[src/rtl/spi_slave_pkg.sv]
// Shared types and constants for the oversampled SPI slave front end.
package spi_slave_pkg;

  localparam int SPI_BYTE_W = 8;

  typedef logic [SPI_BYTE_W-1:0] spi_byte_t;
  typedef logic [2:0]            spi_bitcnt_t;

  localparam spi_byte_t SPI_IDLE_BYTE = 8'hFF;

  typedef enum logic {
    ST_IDLE,
    ST_ACTIVE
  } spi_frame_e;

endpackage

[src/rtl/spi_slave_frontend_if.sv]
// Pin and byte-stream bundle of the SPI slave front end.
// Optional stats ports appear under SPI_SLAVE_FRONTEND_STATS_EN.
interface spi_slave_frontend_if;

  logic                  SPI_CLK;
  logic                  SPI_MOSI;
  logic                  SPI_SS;
  logic                  SPI_MISO;
  spi_slave_pkg::spi_byte_t rx_data;
  logic                  rx_valid;
  logic                  rx_ready;
  spi_slave_pkg::spi_byte_t tx_data;
  logic                  tx_valid;
  logic                  tx_ready;
  logic                  frame_active;
  logic                  rx_overflow;
`ifdef SPI_SLAVE_FRONTEND_STATS_EN
  logic [15:0]           rx_byte_count;
  logic [15:0]           rx_drop_count;
`endif

  modport slave (
    input  SPI_CLK, SPI_MOSI, SPI_SS,
    input  rx_ready, tx_data, tx_valid,
    output SPI_MISO, rx_data, rx_valid,
    output tx_ready, frame_active, rx_overflow
`ifdef SPI_SLAVE_FRONTEND_STATS_EN
    , output rx_byte_count, rx_drop_count
`endif
  );

  modport master (
    output SPI_CLK, SPI_MOSI, SPI_SS,
    output rx_ready, tx_data, tx_valid,
    input  SPI_MISO, rx_data, rx_valid,
    input  tx_ready, frame_active, rx_overflow
`ifdef SPI_SLAVE_FRONTEND_STATS_EN
    , input rx_byte_count, rx_drop_count
`endif
  );

endinterface

[src/rtl/spi_rx_fifo.sv]
// First-word-fall-through byte FIFO; pointers carry an extra wrap bit.
module spi_rx_fifo
  import spi_slave_pkg::*;
#(
  parameter int DEPTH = 4
) (
  input  logic      clk,
  input  logic      rst,
  input  logic      push_i,
  input  spi_byte_t din_i,
  input  logic      pop_i,
  output spi_byte_t dout_o,
  output logic      full_o,
  output logic      empty_o,
  output logic      drop_o
);

  localparam int AW = $clog2(DEPTH);
  localparam logic [AW:0] ONE = 1;

  logic [AW:0] wr_q;
  logic [AW:0] rd_q;
  spi_byte_t   mem_q [DEPTH];
  logic        do_push;
  logic        do_pop;

  assign empty_o = (wr_q == rd_q);
  assign full_o  = (wr_q[AW] != rd_q[AW]) &&
                   (wr_q[AW-1:0] == rd_q[AW-1:0]);
  assign do_pop  = pop_i & ~empty_o;
  // A pop in the same cycle frees the slot for a push into a full FIFO.
  assign do_push = push_i & (~full_o | do_pop);
  assign drop_o  = push_i & ~do_push;
  assign dout_o  = empty_o ? '0 : mem_q[rd_q[AW-1:0]];

  always_ff @(posedge clk) begin
    if (rst) begin
      wr_q <= '0;
      rd_q <= '0;
    end else begin
      if (do_push) wr_q <= wr_q + ONE;
      if (do_pop)  rd_q <= rd_q + ONE;
    end
  end

  always_ff @(posedge clk) begin
    if (do_push) mem_q[wr_q[AW-1:0]] <= din_i;
  end

endmodule

[src/rtl/spi_slave_frontend.sv]
// Mode-0 SPI slave oversampled in the clk domain; no logic on SPI_CLK.
// Define SPI_SLAVE_FRONTEND_STATS_EN to add byte/drop counters.
module spi_slave_frontend
  import spi_slave_pkg::*;
#(
  parameter int        SYNC_STAGES   = 2,
  parameter int        RX_FIFO_DEPTH = 4,
  parameter spi_byte_t TX_IDLE_BYTE  = SPI_IDLE_BYTE
) (
  input logic           clk,
  input logic           rst,
  spi_slave_frontend_if.slave bus
);

  logic [SYNC_STAGES-1:0] sck_sync_q;
  logic [SYNC_STAGES-1:0] ss_sync_q;
  logic [SYNC_STAGES-1:0] mosi_sync_q;
  logic sck_d_q;
  logic ss_d_q;

  always_ff @(posedge clk) begin
    if (rst) begin
      sck_sync_q  <= '0;
      ss_sync_q   <= '1;
      mosi_sync_q <= '0;
      sck_d_q     <= 1'b0;
      ss_d_q      <= 1'b1;
    end else begin
      sck_sync_q  <= {sck_sync_q[SYNC_STAGES-2:0], bus.SPI_CLK};
      ss_sync_q   <= {ss_sync_q[SYNC_STAGES-2:0], bus.SPI_SS};
      mosi_sync_q <= {mosi_sync_q[SYNC_STAGES-2:0], bus.SPI_MOSI};
      sck_d_q     <= sck_sync_q[SYNC_STAGES-1];
      ss_d_q      <= ss_sync_q[SYNC_STAGES-1];
    end
  end

  logic sck_s, ss_s, mosi_s;
  logic sck_rise, sck_fall, ss_fall, ss_rise;

  assign sck_s    = sck_sync_q[SYNC_STAGES-1];
  assign ss_s     = ss_sync_q[SYNC_STAGES-1];
  assign mosi_s   = mosi_sync_q[SYNC_STAGES-1];
  assign sck_rise = sck_s & ~sck_d_q;
  assign sck_fall = ~sck_s & sck_d_q;
  assign ss_fall  = ~ss_s & ss_d_q;
  assign ss_rise  = ss_s & ~ss_d_q;

  spi_frame_e  state_q;
  spi_bitcnt_t bitcnt_q;
  logic [6:0]  rx_shift_q;
  spi_byte_t   tx_shift_q;
  spi_byte_t   hold_q;
  logic        held_q;
  logic        push_q;
  spi_byte_t   push_byte_q;
  logic        ovf_q;

  spi_byte_t rx_word;
  spi_byte_t tx_src;
  logic      tx_cap;
  logic      tx_load;
  logic      fifo_pop;
  logic      fifo_empty;
  logic      fifo_full;
  logic      fifo_drop;

  assign rx_word = {rx_shift_q, mosi_s};
  assign tx_src  = held_q ? hold_q : TX_IDLE_BYTE;
  assign tx_cap  = bus.tx_valid & ~held_q;
  // Shift register reloads at frame start and at each byte boundary fall.
  assign tx_load = (state_q == ST_IDLE && ss_fall) ||
                   (state_q == ST_ACTIVE && !ss_rise && !sck_rise &&
                    sck_fall && bitcnt_q == '0);

  always_ff @(posedge clk) begin
    if (rst) begin
      state_q     <= ST_IDLE;
      bitcnt_q    <= '0;
      rx_shift_q  <= '0;
      tx_shift_q  <= TX_IDLE_BYTE;
      hold_q      <= '0;
      held_q      <= 1'b0;
      push_q      <= 1'b0;
      push_byte_q <= '0;
      ovf_q       <= 1'b0;
    end else begin
      push_q <= 1'b0;
      ovf_q  <= fifo_drop;
      held_q <= (held_q & ~tx_load) | tx_cap;
      if (tx_cap) hold_q <= bus.tx_data;
      if (tx_load) tx_shift_q <= tx_src;
      unique case (state_q)
        ST_IDLE: begin
          if (ss_fall) begin
            state_q    <= ST_ACTIVE;
            bitcnt_q   <= '0;
            rx_shift_q <= '0;
          end
        end
        ST_ACTIVE: begin
          if (ss_rise) begin
            state_q    <= ST_IDLE;
            bitcnt_q   <= '0;
            rx_shift_q <= '0;
            tx_shift_q <= TX_IDLE_BYTE;
          end else if (sck_rise) begin
            rx_shift_q <= rx_word[6:0];
            bitcnt_q   <= bitcnt_q + 3'd1;
            if (bitcnt_q == 3'd7) begin
              push_q      <= 1'b1;
              push_byte_q <= rx_word;
            end
          end else if (sck_fall && bitcnt_q != '0) begin
            tx_shift_q <= {tx_shift_q[6:0], 1'b0};
          end
        end
        default: state_q <= ST_IDLE;
      endcase
    end
  end

  assign fifo_pop = ~fifo_empty & bus.rx_ready;

  spi_rx_fifo #(
    .DEPTH (RX_FIFO_DEPTH)
  ) u_fifo (
    .clk     (clk),
    .rst     (rst),
    .push_i  (push_q),
    .din_i   (push_byte_q),
    .pop_i   (fifo_pop),
    .dout_o  (bus.rx_data),
    .full_o  (fifo_full),
    .empty_o (fifo_empty),
    .drop_o  (fifo_drop)
  );

  assign bus.SPI_MISO     = tx_shift_q[7];
  assign bus.rx_valid     = ~fifo_empty;
  assign bus.tx_ready     = ~held_q;
  assign bus.frame_active = ~ss_s;
  assign bus.rx_overflow  = ovf_q;

`ifdef SPI_SLAVE_FRONTEND_STATS_EN
  logic [15:0] byte_cnt_q;
  logic [15:0] drop_cnt_q;

  always_ff @(posedge clk) begin
    if (rst) begin
      byte_cnt_q <= '0;
      drop_cnt_q <= '0;
    end else begin
      if (push_q)    byte_cnt_q <= byte_cnt_q + 16'd1;
      if (fifo_drop) drop_cnt_q <= drop_cnt_q + 16'd1;
    end
  end

  assign bus.rx_byte_count = byte_cnt_q;
  assign bus.rx_drop_count = drop_cnt_q;
`else
  logic unused_full;
  assign unused_full = fifo_full;
`endif

endmodule

[src/flat_wrapper.sv]
// flat-port wrapper written by rule: the top's interface ports become plain ports
module spi_slave_frontend_flat import spi_slave_pkg::*;
#(
  parameter int        SYNC_STAGES   = 2,
  parameter int        RX_FIFO_DEPTH = 4,
  parameter spi_byte_t TX_IDLE_BYTE  = SPI_IDLE_BYTE
)
  (clk, rst, bus_SPI_CLK, bus_SPI_MOSI, bus_SPI_SS, bus_rx_ready, bus_tx_data, bus_tx_valid, bus_SPI_MISO, bus_rx_data, bus_rx_valid, bus_tx_ready, bus_frame_active, bus_rx_overflow);
  spi_slave_frontend_if bus_i ();
  input logic clk;
  input logic rst;
  input wire logic [$bits(bus_i.SPI_CLK)-1:0] bus_SPI_CLK;
  input wire logic [$bits(bus_i.SPI_MOSI)-1:0] bus_SPI_MOSI;
  input wire logic [$bits(bus_i.SPI_SS)-1:0] bus_SPI_SS;
  input wire logic [$bits(bus_i.rx_ready)-1:0] bus_rx_ready;
  input wire logic [$bits(bus_i.tx_data)-1:0] bus_tx_data;
  input wire logic [$bits(bus_i.tx_valid)-1:0] bus_tx_valid;
  output wire logic [$bits(bus_i.SPI_MISO)-1:0] bus_SPI_MISO;
  output wire logic [$bits(bus_i.rx_data)-1:0] bus_rx_data;
  output wire logic [$bits(bus_i.rx_valid)-1:0] bus_rx_valid;
  output wire logic [$bits(bus_i.tx_ready)-1:0] bus_tx_ready;
  output wire logic [$bits(bus_i.frame_active)-1:0] bus_frame_active;
  output wire logic [$bits(bus_i.rx_overflow)-1:0] bus_rx_overflow;
  assign bus_i.SPI_CLK = bus_SPI_CLK;
  assign bus_i.SPI_MOSI = bus_SPI_MOSI;
  assign bus_i.SPI_SS = bus_SPI_SS;
  assign bus_i.rx_ready = bus_rx_ready;
  assign bus_i.tx_data = bus_tx_data;
  assign bus_i.tx_valid = bus_tx_valid;
  assign bus_SPI_MISO = bus_i.SPI_MISO;
  assign bus_rx_data = bus_i.rx_data;
  assign bus_rx_valid = bus_i.rx_valid;
  assign bus_tx_ready = bus_i.tx_ready;
  assign bus_frame_active = bus_i.frame_active;
  assign bus_rx_overflow = bus_i.rx_overflow;
  spi_slave_frontend #(.SYNC_STAGES(SYNC_STAGES), .RX_FIFO_DEPTH(RX_FIFO_DEPTH), .TX_IDLE_BYTE(TX_IDLE_BYTE)) u_core (.clk(clk), .rst(rst), .bus(bus_i));
endmodule
[config.mk]
export PLATFORM = sky130hd
export DESIGN_NAME = spi_slave_frontend_flat
export DESIGN_NICKNAME = d
export VERILOG_FILES = /design/src/rtl/spi_slave_pkg.sv /design/src/rtl/spi_slave_frontend_if.sv /design/src/rtl/spi_rx_fifo.sv /design/src/rtl/spi_slave_frontend.sv /design/src/flat_wrapper.sv
export SDC_FILE = /design/constraint.sdc
export NUM_CORES = 1
export LEC_CHECK = 0
export CAP_MARGIN = 40
export CORE_UTILIZATION = 40
export CTS_BUF_LIST = sky130_fd_sc_hd__clkbuf_4 sky130_fd_sc_hd__clkbuf_8 sky130_fd_sc_hd__clkbuf_16
export DETAILED_ROUTE_END_ITERATION = 7
export DONT_BUFFER_PORTS = 1
export PLACE_DENSITY_LB_ADDON = 0.08
export SETUP_SLACK_MARGIN = 0.15
export SYNTH_ARGS = -nofsm -noshare
export SYNTH_HDL_FRONTEND = slang
export SYNTH_SLANG_ARGS = --single-unit
[constraint.sdc]
create_clock -name clk -period 2.9 [get_ports clk]
set_clock_uncertainty 0.05 [all_clocks]
set_input_delay 0.58 -clock clk [delete_from_list [all_inputs] [get_ports clk]]
set_output_delay 0.58 -clock clk [all_outputs]
set_load 0.01 [all_outputs]
Yosys cells after proc, flatten, opt, wreduce, memory -nomap -nowiden
Memories as Yosys holds them, arrays and structs flattened. A register that Yosys moved wholly into a read port is not among the register bits.
Cells that the tools add are included.
{"block": "word_totals", "reg_bits": 52, "ramBits": 32, "in_bits": 15, "output_inout_bits": 13, "wordCells": 88, "memories": 1}
{"block": "classes", "addsub": 3, "n_eq_ne": 6, "mux": 23, "n_bitwise": 24, "reduce_logical": 15}
{"name": "u_core.u_fifo.mem_q", "words": 4, "word_bits": 8, "rd": 1, "rd_ports_with_merged_regs": 1, "wr": 1, "line": "spi_rx_fifo.sv:23", "rtl": "spi_byte_t mem_q [DEPTH];"}
{"op": "8-bit two-way mux", "n": 7}
{"op": "7-bit two-way mux", "n": 3}
{"op": "7-bit case mux with 2 select lines", "n": 1}
{"op": "1-bit NOT", "n": 12}
{"op": "1-bit AND", "n": 10}
{"op": "3-bit by 1-bit adder with 3-bit output, second input constant", "n": 3}
{"op": "3-bit two-way mux", "n": 3}
{"op": "1-bit logical AND", "n": 7}
{"op": "3-bit case mux with 2 select lines", "n": 1}
{"op": "1-bit two-way mux", "n": 5}
{"op": "2-bit two-way mux", "n": 2}
{"op": "4-bit AND reduction", "n": 1}
{"op": "4-bit OR reduction", "n": 1}
{"op": "3-bit == test", "n": 1}
{"op": "3-bit == test, second input constant", "n": 1}
{"op": "3-bit zero test", "n": 1}
{"op": "3-bit by 1-bit inequality test with 1-bit output, second input constant", "n": 1}
{"op": "3-bit nonzero test", "n": 1}
{"op": "2-bit == test", "n": 1}
{"op": "1-bit zero test", "n": 2}
{"op": "2-bit by 1-bit inequality test with 1-bit output, second input constant", "n": 1}
{"op": "1-bit bitwise OR", "n": 2}
{"op": "1-bit case mux with 2 select lines", "n": 1}
{"op": "2-bit AND reduction", "n": 1}
{"op": "2 further kinds", "n": 2}

Logic depth before layout (Yosys ltp)
{"block": "depth", "depth_word": 13, "mapped_depth": 7}

Cells and area by module
Synthesis repeated with hierarchy kept, for this count alone.
{"block": "unflattened", "cells_unflattened": 307, "hier_area_um2": 3512.1}
{"mod": "spi_slave_frontend", "instances": 1, "cells_each": 201, "area_each_um2": 1796.7}
{"mod": "spi_rx_fifo", "instances": 1, "cells_each": 106, "area_each_um2": 1715.4}

Worst setup path after synthesis
OpenSTA, ideal clock, no wires.
{"block": "synth_timing", "path_type": "flip-flop to output port", "from": "reg u_core.u_fifo.wr_q[0]", "to": "out bus_rx_data[5]", "t_arrival_ps": 1387, "required_ps": 2270, "slack_ps": 883, "stages_incl_launch_ff": 4, "path_buffers": 0, "path_cell_list": "dfxtp_1 -> xor2_1 -> nor3_1 -> and2b_1"}
{"block": "synth_between", "elab_chain_len": 2}
{"item": "start: declaration", "line": "spi_rx_fifo.sv:21", "rtl": "logic [AW:0] wr_q;"}
{"item": "start signal: assignment", "line": "spi_rx_fifo.sv:41", "rtl": "if (do_push) wr_q <= wr_q + ONE;"}
{"item": "3-bit == test", "line": "spi_rx_fifo.sv:27", "rtl": "assign empty_o = (wr_q == rd_q);"}
{"item": "8-bit two-way mux", "line": "spi_rx_fifo.sv:34", "rtl": "assign dout_o = empty_o ? '0 : mem_q[rd_q[AW-1:0]];"}
{"item": "end: declaration", "line": "flat_wrapper.sv:19", "rtl": "output wire logic [$bits(bus_i.rx_data)-1:0] bus_rx_data;"}
No other way between the ends.

==> results.txt <==
- The critical path is of the reg -> out type.
* Detailed-route wire length per cell: 14.8 um
- Buffers inserted during clock tree synthesis total 9.
- At the later pin of the worst-skew pair, clock insertion delay measures 0.35 ns.
- Minimum setup slack among reg-to-reg paths: 0.97 ns
* Sequential element share of the synthesized area: 57.6%
* Final setup violating endpoints: 0
- The floorplan has 33 rows.
- Final WS setup: 0.485 ns
- Half-perimeter wire length after placement: 4110 um
* Status: finished, final reports clean
- Final-layout setup total negative slack: 0 ns
- The worst setup path is launched from a flop.
* Async set-reset flop share out of synthesis: 0%
- Top cell type's share of synthesized area: 30.5%
* Setup bufs post-CTS: 0
- Post-synth EDFFs: 32
* Post-placement setup slack: 0.835 ns
- Endpoint kind of the worst setup timing path: output pin
* First-iteration detailed-routing DRC count: 118
- For this run, the number of Yosys warnings is 0.
* Crit path time final: 2.42 ns
- Post-synth top flop: dfxtp_1
- Signal arrival time at the worst endpoint: 1.79 ns
- Path category of the worst min-delay check: in -> reg
- Summing every instance area after synthesis gives 3550 um^2.
- Largest cells by area after synthesis: dfxtp_1 30%, edfxtp_1 27%, mux4_2 5.1%
- The die covers 9240 um^2.
- After floorplanning, the core was sized to cover 8380 um^2.
- After detailed routing, the number of vias per cell comes to 5.26.
- Post-Syn Area per Cell: 11.3 um^2
* # nets final: 333
* Worst hold margin: 0.238 ns
* Worst vdd ir: 0.244 mV
- Based on the critical path, the design can be clocked at up to 414 MHz.
- Max FO, Critical Path: 8
- In this run the tool buffered the top-level ports with 0 buffer cells.
- Count of endpoints failing hold in the final timing report: 0
- For this design the top-level I/O count stands at 28.
- The floorplan step set the die width to 96.2 um.
* First-pass GRT wire length: 10400 um
* Initial DRT Pass Iterations: 4
* Clock root cell: clkbuf_8
- The final number of max-transition violations was 0.
- Commonest non-fill, non-tap cell in the layout: dfxtp_1
* Flops & latches, synth: 86
- Vert. Die Dim: 96.2 um
- Gates resized during post-CTS repair numbered 0.
* Data required time of the critical path: 2.27 ns
- Global placement routability congestion: 0.717
- The filler cells instantiated in the layout total 786.
* Post-route clock period utilization: 83.3%
* Cell type contributing the most total cell area after synthesis: dfxtp_1
- Maximum number of pins on one net before global-route repair: 55
* Overflow after GRT: 0
- Number of antenna violations at the first check in global routing: 0
* Pwr/cell area: 604 nW/um^2
- Fin area: 3870 um^2
- Vias after detailed routing: 2210
- TritonCTS built the clock tree.
* Max-slew headroom at the worst pin: 48.7%
- Once the floorplan was initialized, standard cells occupied 42.3% of the core.
* Synth-to-Final Area Change: 9.17%
- Number of hold buffers added after cts: 0
- Across every metal layer, demand over resource in global routing totals 15.0%.
- Counting every sink on the clock net gives 86.
- Counting every net in the synthesized netlist gives 336.
- Measured slew at the worst slew-check pin: 0.760 ns
- Via count of the first global-routing pass: 2099
- The repair_antennas step left the layout with diodes totalling 0.
- Total of max-cap violations: 0
- In the final layout, the share of cells above drive strength 1 is 12.4%.
- RSZ-0062 raised after global routing: no
* Standard cell area after detailed placement: 3630 um^2
- Number of design rule violations left after detail routing: 0
- Leakage power: 1.48 nW
- Synthesis instantiated 40 different standard cells from the library.
- Clock-pin transition on the worst setup and hold timing paths: 0.09 ns
* Number of buffers on the longest clock path: 2
- The count of nets left with antenna violations once routing finished came out at 0.
* Most frequent cells in the layout: 54 x dfxtp_1, 32 x edfxtp_1, 28 x a21oi_1, 25 x nor2_1, 19 x nand2_1
- Counting every instance in the synthesized netlist gives 313.
- Total number of H-tree levels: 3
- Summed over all layers, the routed wires come to 6220 um.
cell families (layout without fill, tap and decap cells):
logic type	Yosys count	count (layout)	synth area share (%)
and+or+nand+nor	101	101	15.1
buffers and inverters	34	36	3.99
AOI/OAI and AO/OA	59	59	10.9
xor gates and xnor gates	7	7	1.73
muxes	18	18	7.90
DFF	86	86	57.6
adders and majority gates	8	8	2.82
final timing paths:
kind / start / end / cells past startpoint
setup / recovery: flop / bus_rx_data[5] / 2
hold / removal: rst / u_core.push_q$_SDFF_PP0_ / 1
setup reg to reg: u_core.bitcnt_q[0]$_SDFFE_PP0P_ / u_core.tx_shift_q[2]$_SDFF_PP1_ / 6
hold reg to reg: u_core.ss_sync_q[0]$_SDFF_PP1_ / u_core.ss_sync_q[1]$_SDFF_PP1_ / 1
through the flow:
stage | instances | total power [mW] | util (%)
floorplan | 313 | 1.35 | -
global placement | 403 | 1.36 | 43.2
detailed placement | 404 | 1.36 | 43.3
CTS | 420 | 2.38 | 46.2
global route | 420 | 2.43 | 46.2
finish | 420 | 2.34 | 46.2
registers in the layout, summed over array words and instances, names as in the netlist, 3 cells and up, named ones only:
signal	cells
u_core.tx_shift_q	8
u_core.bitcnt_q	3
u_core.u_fifo.wr_q	3
u_core.rx_shift_q	7
u_core.u_fifo.mem_q	32
u_core.u_fifo.rd_q	3
u_core.hold_q	8
u_core.push_byte_q	8
worst max-delay path, stage by stage (launching register included):
cell and delay [ns]:
dfxtp_1 0.67, mux4_2 0.56, and2b_1 0.20
cells in the mapped netlist (7+ instances only):
master,count
nand2_1,19
nand4_1,11
mux4_2,8
dfxtp_1,54
o21ai_1,10
clkbuf_1,12
a21oi_1,28
nor2b_1,16
inv_1,14
mux2i_1,10
nor2_1,25
nand3_1,11
edfxtp_1,32
ha_1,8
o311ai_0,8
o22ai_1,7
metal layers:
metal  wire length, um  GRT usage, %  part of all wire [%]  vias up
li1                  -             -                     -     1122
met1              2930          18.9                    47     1041
met2              2980          23.9                    48       35
met3               188          3.48                   3.0       12
met4               116          7.96                   1.9        0
met5                 0             0                     0        -
report_power, final:
part,internal (mW),switching [mW]
Combinational,0.0240,0.0355
Sequential,1.26,0.0122
Clock,0.578,0.432
Total,1.86,0.480
cell type report:
class / count / area (um^2) / area share [%]
Inverter: 15 / 56.3 / 1.45
Clock inverter: 7 / 120 / 3.10
Timing Repair Buffer: 5 / 35.0 / 0.905
Clock buffer: 9 / 124 / 3.20
Sequential cell: 86 / 2040 / 52.7
Tap cell: 105 / 131 / 3.39
Multi-Input combinational cell: 193 / 1360 / 35.2
Power figures use the tool's default switching activity.
